===== src/rtl/cpu_sel_pkg.sv =====
// Shared sizing constants for the Mini SRC register select stage.
// Field positions follow the Mini SRC instruction format.
package cpu_sel_pkg;

    localparam int NREGS  = 16;
    localparam int IDX_W  = $clog2(NREGS);
    localparam int IR_W   = 32;
    localparam int RA_LSB = 23;
    localparam int RB_LSB = 19;
    localparam int RC_LSB = 15;
    localparam int C_W    = 19;

endpackage


===== src/rtl/onehot_decoder.sv =====
// Index-to-one-hot decoder with an enable; output is all zeros when disabled.
module onehot_decoder #(
    parameter int N     = 16,
    parameter int IDX_W = $clog2(N)
) (
    input  logic [IDX_W-1:0] idx,
    input  logic             en,
    output logic [N-1:0]     onehot
);

    always_comb begin
        onehot = '0;
        if (en) begin
            onehot[idx] = 1'b1;
        end
    end

endmodule


===== src/rtl/reg_select_unit.sv =====
// Clocked register select stage: IR latch, one-hot Rin/Rout enables,
// write-pending scoreboard with hazard flag, and R0-as-zero base reads.
module reg_select_unit #(
    parameter int NREGS   = cpu_sel_pkg::NREGS,
    parameter int IDX_W   = $clog2(NREGS),
    parameter int IR_W    = cpu_sel_pkg::IR_W,
    parameter int RA_LSB  = cpu_sel_pkg::RA_LSB,
    parameter int RB_LSB  = cpu_sel_pkg::RB_LSB,
    parameter int RC_LSB  = cpu_sel_pkg::RC_LSB,
    parameter int C_W     = cpu_sel_pkg::C_W,
    parameter bit R0_ZERO = 1'b1
) (
    input  logic             clock,
    input  logic             clear,
    input  logic [IR_W-1:0]  IR_in,
    input  logic             IRload,
    input  logic             Gra,
    input  logic             Grb,
    input  logic             Grc,
    input  logic             e_Rin,
    input  logic             e_Rout,
    input  logic             BAout,
    input  logic             mark_pend,
    output logic [NREGS-1:0] Rin,
    output logic [NREGS-1:0] Rout,
    output logic             BA_zero,
    output logic [31:0]      C_sign_ext,
    output logic [IDX_W-1:0] sel_idx,
    output logic [NREGS-1:0] pend,
    output logic             hazard,
    output logic             sel_err
);

    logic [IR_W-1:0]  ir_q, ir_d;
    logic [NREGS-1:0] pend_q, pend_d;
    logic             sel_err_q, sel_err_d;
    logic             readReq;
    logic             routEn;
    logic             multiSel;
    logic [NREGS-1:0] markVec;

    // Field decode always works from the latched IR, never from the bus.
    always_comb begin
        sel_idx = '0;
        if (Gra) begin
            sel_idx = ir_q[RA_LSB +: IDX_W];
        end else if (Grb) begin
            sel_idx = ir_q[RB_LSB +: IDX_W];
        end else if (Grc) begin
            sel_idx = ir_q[RC_LSB +: IDX_W];
        end
    end

    always_comb begin
        C_sign_ext = '0;
        for (int i = 0; i < 32; i++) begin
            C_sign_ext[i] = (i < C_W) ? ir_q[i] : ir_q[C_W-1];
        end
    end

    // A base-address read of R0 is served by the bus mux driving zero,
    // so the register file must not also be read.
    assign readReq = e_Rout | BAout;
    assign BA_zero = R0_ZERO && BAout && (sel_idx == '0);
    assign routEn  = readReq && !BA_zero;
    assign hazard  = routEn && pend_q[sel_idx];

    onehot_decoder #(.N(NREGS), .IDX_W(IDX_W)) u_rin_dec (
        .idx    (sel_idx),
        .en     (e_Rin),
        .onehot (Rin)
    );

    onehot_decoder #(.N(NREGS), .IDX_W(IDX_W)) u_rout_dec (
        .idx    (sel_idx),
        .en     (routEn),
        .onehot (Rout)
    );

    assign multiSel = (Gra & Grb) | (Gra & Grc) | (Grb & Grc);

    // A register written and marked in the same cycle stays pending.
    always_comb begin
        markVec = '0;
        if (mark_pend) begin
            markVec[sel_idx] = 1'b1;
        end
        pend_d = (pend_q & ~Rin) | markVec;
        ir_d   = IRload ? IR_in : ir_q;
        sel_err_d = sel_err_q;
        if (multiSel) begin
            sel_err_d = 1'b1;
        end else if (IRload) begin
            sel_err_d = 1'b0;
        end
    end

    always_ff @(posedge clock) begin
        if (clear) begin
            ir_q      <= '0;
            pend_q    <= '0;
            sel_err_q <= 1'b0;
        end else begin
            ir_q      <= ir_d;
            pend_q    <= pend_d;
            sel_err_q <= sel_err_d;
        end
    end

    assign pend    = pend_q;
    assign sel_err = sel_err_q;

endmodule


===== config.mk =====
export PLATFORM = sky130hd
export DESIGN_NAME = reg_select_unit
export DESIGN_NICKNAME = d
export VERILOG_FILES = /design/src/rtl/cpu_sel_pkg.sv /design/src/rtl/onehot_decoder.sv /design/src/rtl/reg_select_unit.sv
export SDC_FILE = /design/constraint.sdc
export NUM_CORES = 1
export LEC_CHECK = 0
export ABC_CLOCK_PERIOD_IN_PS = 2100
export BUFFER_PORTS_ARGS = -buffer_cell sky130_fd_sc_hd__buf_2
export CAP_MARGIN = 20
export CORE_AREA = 5 5 87 81
export CTS_BUF_LIST = sky130_fd_sc_hd__clkbuf_4
export CTS_CLUSTER_DIAMETER = 50
export DETAILED_ROUTE_END_ITERATION = 8
export DIE_AREA = 0 0 92 86
export HOLD_SLACK_MARGIN = 0.05
export PLACE_DENSITY = 0.86
export SKIP_CTS_REPAIR_TIMING = 1
export SYNTH_ARGS = -nofsm -noshare
export SYNTH_HDL_FRONTEND = slang
export SYNTH_SLANG_ARGS = --single-unit

===== constraint.sdc =====
create_clock -name clock -period 2.1 [get_ports clock]
set_input_delay 0.42 -clock clock [delete_from_list [all_inputs] [get_ports clock]]
set_output_delay 0.42 -clock clock [all_outputs]
set_load 0.03 [all_outputs]

-- After elaboration in Yosys (flattened, before gate mapping)
Cells that the tools add are included.
- register bits after elaboration: 44
- bits of input ports: 42
- magnitude comparators: 2
- muxes and demuxes: 12
- bitwise logic cells: 9
- reduce and logical (&&, ||, !) cells: 7
- operators by type and width (cell ; number):
    16-bit 2-to-1 mux ; 3
    16-bit AND ; 1
    16-bit NOT ; 1
    16-bit OR ; 1
    4-bit 2-to-1 mux ; 3
    4-bit by 5-bit less-than comparator with 1-bit output, second input constant ; 1
    1-bit binary-select mux with 4-bit select ; 1
    1-bit demux with 4-bit select ; 1
    4-bit by 1-bit >= comparator with 1-bit output, second input constant ; 1
    1-bit logical AND ; 4
    4-bit zero test ; 1
    1-bit 2-to-1 mux ; 4
    1-bit AND ; 3
    1-bit OR ; 3
    2-bit nonzero test ; 1
    1-bit zero test ; 1

-- Logic depth before layout (Yosys ltp)
Gate-level depths: netlist of the first run.
- depth after elaboration: 11
- depth in mapped cells: 9
- mapped depth without buffers: 7

-- Modules after synthesis
A second synthesis of the first run with hierarchy kept.
- cell total of the unflattened synthesis: 281
- area, all modules: 2382.3 µm²
- by module, submodules not included (module ; times used ; cells each ; area each (µm²) ; sequential area each (µm²)):
    reg_select_unit ; 1 ; 235 ; 2147.1 ; 880.8
    onehot_decoder ; 2 ; 23 ; 117.6 ; 0.0

-- Least setup slack after synthesis of the first run
No wires, ideal clock.
- path type: in2out
- start: input port Grb
- end: output port Rout[0]
- arrival: 2.385 ns
- slack: -0.705 ns
- stages on the path: 7
- path buffers: 1
- cells stage by stage: nand3b_1 > a31oi_2 > nor2_1 > and3_1 > o21bai_4 > buf_2 > nor2_1
- word-level cells in the longest chain between the ends: 7
- ends and longest elaborated chain (element ; RTL line ; text):
    start, declared ; reg_select_unit.sv:18 ; input logic Grb,
    4-bit 2-to-1 mux ; reg_select_unit.sv:47 ; end else if (Grb) begin
    4-bit 2-to-1 mux ; reg_select_unit.sv:45 ; if (Gra) begin
    net sel_idx[2] ; reg_select_unit.sv:28 ; output logic [IDX_W-1:0] sel_idx,
    4-bit zero test ; reg_select_unit.sv:64 ; assign BA_zero = R0_ZERO && BAout && (sel_idx == '0);
    1-bit logical AND ; reg_select_unit.sv:64 ;
    net BA_zero ; reg_select_unit.sv:26 ; output logic BA_zero,
    1-bit zero test ; reg_select_unit.sv:65 ; assign routEn = readReq && !BA_zero;
    1-bit logical AND ; reg_select_unit.sv:65 ;
    16-bit 2-to-1 mux ; onehot_decoder.sv:13 ; if (en) begin
    end, declared ; reg_select_unit.sv:25 ; output logic [NREGS-1:0] Rout,
The timed path passes the listed nets, and every way through them passes these cells.

-- Final worst setup path of the first run
- start: register ir_q[16]
- end: output port hazard
- word-level cells in the longest chain between the ends: 8
- ends and longest elaborated chain (element ; RTL line ; text):
    start, declared ; reg_select_unit.sv:34 ; logic [IR_W-1:0] ir_q, ir_d;
    start signal, assigned ; reg_select_unit.sv:104 ; ir_q <= ir_d;
    4-bit 2-to-1 mux (*) ; reg_select_unit.sv:49 ; end else if (Grc) begin
    4-bit 2-to-1 mux (*) ; reg_select_unit.sv:47 ;
    4-bit 2-to-1 mux (*) ; reg_select_unit.sv:45 ;
    parallel branches: the longest is 4 deep, another holds 1-bit binary-select mux with 4-bit select ; n/a ;
    1-bit logical AND (*) ; reg_select_unit.sv:66 ; assign hazard = routEn && pend_q[sel_idx];
    end, declared ; reg_select_unit.sv:30 ; output logic hazard,
Mark *: on every way between the ends. The select of a mux whose other input is x is not followed.

==> results_dict.tcl, run 1 <==
set metrics [dict create \
    drt-initial-drc-count 128 \
    violations "negative setup slack" \
    switchingPower_w 0.000793 \
    grt_max_degree 45 \
    cp-end-kind "output pin" \
    htreeDepth 2 \
    hold_violations 0 \
    power_frac_seq 0.419 \
    viasPerCell 5.21 \
    antenna_cells 0 \
    rsz0062_at_grt "true" \
    final_max_slew_viol_count 0 \
    worst_pin_slew_ns 0.823 \
    place.gp.congestion 0.861 \
    yosysWarnings 0 \
    area_delta_synth_final_pct 70.0 \
    status "finished with violations" \
    synth_area_sq_um 2440 \
    synth_top_cell_area_share 0.361 \
    hold_path_class "in -> reg" \
    synth_area_leaders "dfxtp_1 36%, mux2i_1 12%, buf_4 10%, nor2_1 9.5%, a32oi_1 5.7%" \
    setup_viol 33 \
    cts_tree "yes" \
    place_ws_ns -0.442 \
    ios 129 \
    dp_hpwl_mm 5.27 \
    cp_data_required_time_ns 1.68 \
    clk_pin_slew_worst_paths_ns 0.14 \
    port_buffers 123 \
    cp_slowest_cell "dfxtp_2" \
    ys_seq_area_frac 0.361 \
    clkLatencyLatePin_ns 0.35 \
    grt_usage 0.166 \
    die_h_um 86 \
    post_drt_wl_per_cell_um 17.9 \
    r2r-start "ir_q[16]$_SDFFE_PP0P_" \
    fin_worst_skew_ns 0.0156 \
    numCtsBuffers 5 \
    synthCells 297 \
    peakVddDrop_mv 0.457 \
    route.detailed.drc 0 \
    dr.pass1.iters 4 \
    rows 27 \
    power_density_nw_per_um2 520 \
    cts_sinks 44 \
    final_cell_count_no_fill 516 \
    max_freq_mhz 379 \
    overflow 0 \
    final_core_util 0.691 \
    syn_area_per_cell_sq_um 8.22 \
    slew_headroom 0.452 \
    drv_cap 0 \
    routed_wl_mm 9.23 \
    num_vias 2686 \
    holdPathEnd "ir_q[2]$_SDFFE_PP0P_" \
    criticalPathCategory "reg -> out" \
    hold_start "IR_in[2]" \
    total_power_w 0.00216 \
    rr_worst_depth 11 \
    worstPathMaxFanout 6 \
    cts-root-buf "clkbuf_4" \
    clkPwrFrac 0.187 \
    setup_ws_ns -0.539 \
    fp.dieArea_sq_um 7910 \
    cp-startpoint "ir_q[16]$_SDFFE_PP0P_" \
    critical-path-top-delay-family "compound AO/OA/AOI/OAI gates" \
    antenna_found_initial 0 \
    grt_pass1_wl_mm 10.8 \
    ys_ff_latch 44 \
    ant_nets 0 \
    slowest_delay_ns 0.37 \
    ys_types 29 \
    dp_cells 481 \
    worstPathCellList "nand3b_1 > a2bb2oi_4 > buf_4 > mux2i_1 > a22o_1 > o21ai_1 > nor3b_4 > buf_6" \
    core_area_sq_um 6010 \
    die_w_um 92 \
    grt_pass1_vias 2347 \
    r2r_slack_ns 0.07 \
    finalNetCount 485 \
    fin_crit_ns 2.64 \
    drive_above_1_share 0.631 \
    r2r_end "pend[15]$_SDFF_PP0_" \
    hold_depth 3 \
    p_int_w 0.00137 \
    critPathLaunchType "flip-flop" \
    leakage_nw 1.99 \
    path_buf_inv 2 \
    ctsLongestPathBuffers 2 \
    swShare 0.367 \
    start_util 0.406 \
    pwr-share-comb 0.394 \
    fin_crit_sh 1.26 \
    synth_top_area_cell "dfxtp_1" \
    arrival_ns 2.22 \
    synthesis.nets 339 \
]
## routing by layer
layer | up-vias | track usage | share of wire
met1 | 1255 | 0.190 | 0.36
met2 | 136 | 0.305 | 0.52
met4 | 0 | 0.0297 | 0.037
li1 | 1261 | - | -
met5 | - | 0 | 0
met3 | 34 | 0.0526 | 0.078
## cell usage in the layout (no fill, tap or decap), types with 3 or more instances in the layout
master,n
buf_2,89
buf_6,56
nor2_1,44
buf_4,40
dfxtp_1,37
mux2i_1,30
inv_2,17
nand2_1,17
nor2_4,17
a32oi_1,15
nand3_4,12
dfxtp_2,7
clkbuf_4,6
nand3b_1,4
nand3_2,4
a21oi_1,4
a22o_1,4
and2_4,3
nand2b_1,3
buf_12,3
## worst register-to-register path, cell delays in order (launching register included)
cell and delay (ns):
dfxtp_2 0.37, nand3b_1 0.16, a2bb2oi_4 0.32, buf_6 0.16
buf_6 0.08, and2_4 0.14, buf_6 0.12, nand3_4 0.08
buf_4 0.17, buf_4 0.12, a32oi_2 0.13, nor2_1 0.06
## how the worst max path moves through the flow
stage | to | slack (ns) | cells after the start
floorplan | Rout[0] | -0.21 | 7
CTS | hazard | -0.56 | 8
global route | hazard | -0.66 | 8
detailed placement | hazard | -0.44 | 9
global placement | hazard | -0.40 | 9
finish | hazard | -0.54 | 8
## power groups by stage
stage / Sequential (W) / Combinational, W / Clock (W)
finish: 0.000905 / 0.000852 / 0.000404
floorplan: 0.000936 / 0.000449 / 0
CTS: 0.000900 / 0.000635 / 0.000427
detailed placement: 0.000918 / 0.000634 / 0
global route: 0.000910 / 0.000896 / 0.000481
global placement: 0.000917 / 0.000620 / 0
## area by class of cell
cell class              instances  area [sq um]
clock buffers                   5          37.5
fillers                       414          1860
inverters                      20          80.1
flip-flops and latches         44           890
repair buffers                193          1500
clock inverters                 3          18.8
multi-input cells             179          1540
well taps                      72          90.1
## per-stage QoR
step	TNS [ns]	hold slack [ns]	cell area, sq um
after floorplan	-2.91	0.460	2580
after global placement	-10.35	0.468	3270
after detailed placement	-11.91	0.480	3270
after CTS	-13.86	0.273	3330
after global routing	-15.06	0.270	4150
final	-11.31	0.289	4150
## registers in the layout (all words and copies together), names as in the netlist
register,flops
ir_q,27
sel_err,1
pend,16
## cell families after synthesis
logic type               after synthesis  synth area share
AO/OA/AOI/OAI                         33             0.124
adder cells (fa/ha/maj)                1           0.00410
buffers and inverters                 75             0.175
flip-flops                            44             0.361
multiplexers                          31             0.132
AND/OR/NAND/NOR                      113             0.204
## synthesized netlist by cell type
cell       count
nor2_1        62
dfxtp_1       44
buf_4         33
mux2i_1       30
inv_1         18
nand2_1       18
a32oi_1       16
nand3_1       16
clkbuf_1      11
buf_2         10
a21oi_1        7
a22o_1         5
nand3b_1       4
nor2b_1        4
and2_1         3
nand2b_1       3
a2bb2oi_4      1
a31oi_2        1
a31oi_4        1
and3_1         1
buf_6          1
inv_2          1
inv_4          1
maj3_1         1
mux4_2         1
nor2_2         1
nor3b_2        1
o21ai_1        1
o21bai_4       1
No activity file was read; power rests on OpenSTA's default activity.
==> run 2, diff against run 1 <==
- SETUP_SLACK_MARGIN: default -> 0.05
==> run 2 against run 1 <==
The flow still finishes with violations (negative setup slack). Flip-flop and latch count unchanged. First-iteration DRC count shrank 3.1%. Critical path depth is the same. Power up 1.5%. Worst hold slack got worse by 0.0081 ns. Global-route usage increased by 0.065 points. Clock power is 33% higher. Critical path type unchanged. Largest cell class unchanged. Largest power group unchanged.
==> results_dict.tcl, run 2 (synthesized netlist as in run 1, its figures left out) <==
set metrics [dict create \
    status "finished with violations" \
    violations "negative setup slack" \
    rows 27 \
    switchingPower_w 0.000759 \
    htreeDepth 2 \
    mostFrequentLayoutCell "buf_2" \
    route.detailed.drc 0 \
    final_core_util 0.640 \
    holdPathEnd "ir_q[8]$_SDFFE_PP0P_" \
    leakage_nw 1.92 \
    critPathLaunchType "flip-flop" \
    drt-initial-drc-count 124 \
    numCtsBuffers 5 \
    ant_nets 0 \
    antenna_found_initial 0 \
    setup-tns-final_ns -10.69 \
    r2r_end "pend[7]$_SDFF_PP0_" \
    holdWs_ns 0.281 \
    place.gp.congestion 0.881 \
    fin_crit_sh 1.21 \
    setup_viol 35 \
    drv_cap 0 \
    grt_usage 0.166 \
    final_max_slew_viol_count 0 \
    r2r_slack_ns -0.01 \
    core_area_sq_um 6010 \
    hold_path_class "in -> reg" \
    placed_area_sq_um 3260 \
    rr_worst_depth 11 \
    dp_hpwl_mm 5.19 \
    drive_above_1_share 0.575 \
    power_frac_seq 0.412 \
    top_register "ir_q" \
    fin_crit_ns 2.53 \
    clkLatencyLatePin_ns 0.36 \
    swShare 0.346 \
    area_delta_synth_final_pct 57.6 \
    cts-root-buf "clkbuf_4" \
    routed_wl_mm 8.24 \
    fill_cells 467 \
    antenna_cells 0 \
    num_vias 2546 \
    arrival_ns 2.11 \
    port_buffers 123 \
    max_freq_mhz 395 \
    power_density_nw_per_um2 570 \
    overflow 0 \
    grt_pass1_vias 2318 \
    largest_reg_flops 27 \
    pwr-share-comb 0.343 \
    cp-end-kind "output pin" \
    setup_ws_ns -0.433 \
    post_drt_wl_per_cell_um 16.4 \
    cp_data_required_time_ns 1.68 \
    finalInstanceArea_sq_um 3850 \
    p_int_w 0.00143 \
    criticalPathCategory "reg -> out" \
    cts_tree "yes" \
    finalNetCount 472 \
    grt_pass1_wl_mm 10.9 \
    ios 129 \
    clkPwrFrac 0.245 \
    rsz0062_at_grt "true" \
    die_h_um 86 \
    start_util 0.406 \
    die_w_um 92 \
    ctsLongestPathBuffers 2 \
    dr.pass1.iters 5 \
    fp.dieArea_sq_um 7910 \
    grt_max_degree 45 \
    clk_pin_slew_worst_paths_ns 0.14 \
    peakVddDrop_mv 0.429 \
    fin_worst_skew_ns 0.0125 \
    slew_headroom 0.447 \
    r2r-start "ir_q[17]$_SDFFE_PP0P_" \
    worstPathMaxFanout 5 \
    hold_depth 3 \
    viasPerCell 5.06 \
    worst_pin_slew_ns 0.830 \
    final_cell_mix "93 x buf_2, 45 x nor2_1, 40 x buf_4, 39 x buf_6, 37 x dfxtp_1" \
    cts_sinks 44 \
    hold_start "IR_in[8]" \
    hold_violations 0 \
]
run 2: per-layer routing:
metal	share of wire	GRT usage
met1	0.38	0.206
met2	0.52	0.286
met3	0.078	0.0430
met4	0.028	0.0486
met5	0	0
run 2: through the flow:
step                      total power (W)  std cells  worst slack (ns)
final                             0.00219        503            -0.433
after global routing              0.00230        503            -0.526
after CTS                         0.00209        488            -0.552
after detailed placement          0.00155        480            -0.412
after global placement            0.00153        480            -0.366
after floorplan                   0.00139        297            -0.214
run 2: how the worst max path moves through the flow:
stage,from,end,slack (ns),cells past startpoint
after detailed placement,Grb,hazard,-0.41,9
final,ir_q[16]$_SDFFE_PP0P_,hazard,-0.43,8
after floorplan,Grb,Rout[0],-0.21,7
after global routing,ir_q[16]$_SDFFE_PP0P_,hazard,-0.53,8
after CTS,ir_q[15]$_SDFFE_PP0P_,hazard,-0.55,8
after global placement,Grb,hazard,-0.37,9
run 2: worst max-delay path, stage by stage (launching register included):
cell	delay [ns]
dfxtp_2	0.35
nand3b_1	0.16
a2bb2oi_4	0.28
buf_6	0.13
mux2i_1	0.08
a22o_1	0.19
a22o_1	0.21
nor3b_4	0.20
buf_6	0.15
run 2: layout make-up:
cell class | count | area, sq um | area share
sequential | 44 | 890 | 0.231
tap | 72 | 90.1 | 0.0234
inverter | 20 | 80.1 | 0.0208
multi-input combinational | 179 | 1420 | 0.368
timing repair buffer | 180 | 1290 | 0.336
clock buffer | 5 | 37.5 | 0.00975
clock inverter | 3 | 42.5 | 0.0110
run 2: power by group through the flow:
stage	clock (W)	sequential, W	combinational (W)
6_report	0.000537	0.000904	0.000753
5_1_grt	0.000588	0.000909	0.000801
4_1_cts	0.000553	0.000901	0.000633
3_5_place_dp	0	0.000919	0.000632
3_3_place_gp	0	0.000917	0.000618
2_1_floorplan	0	0.000936	0.000449
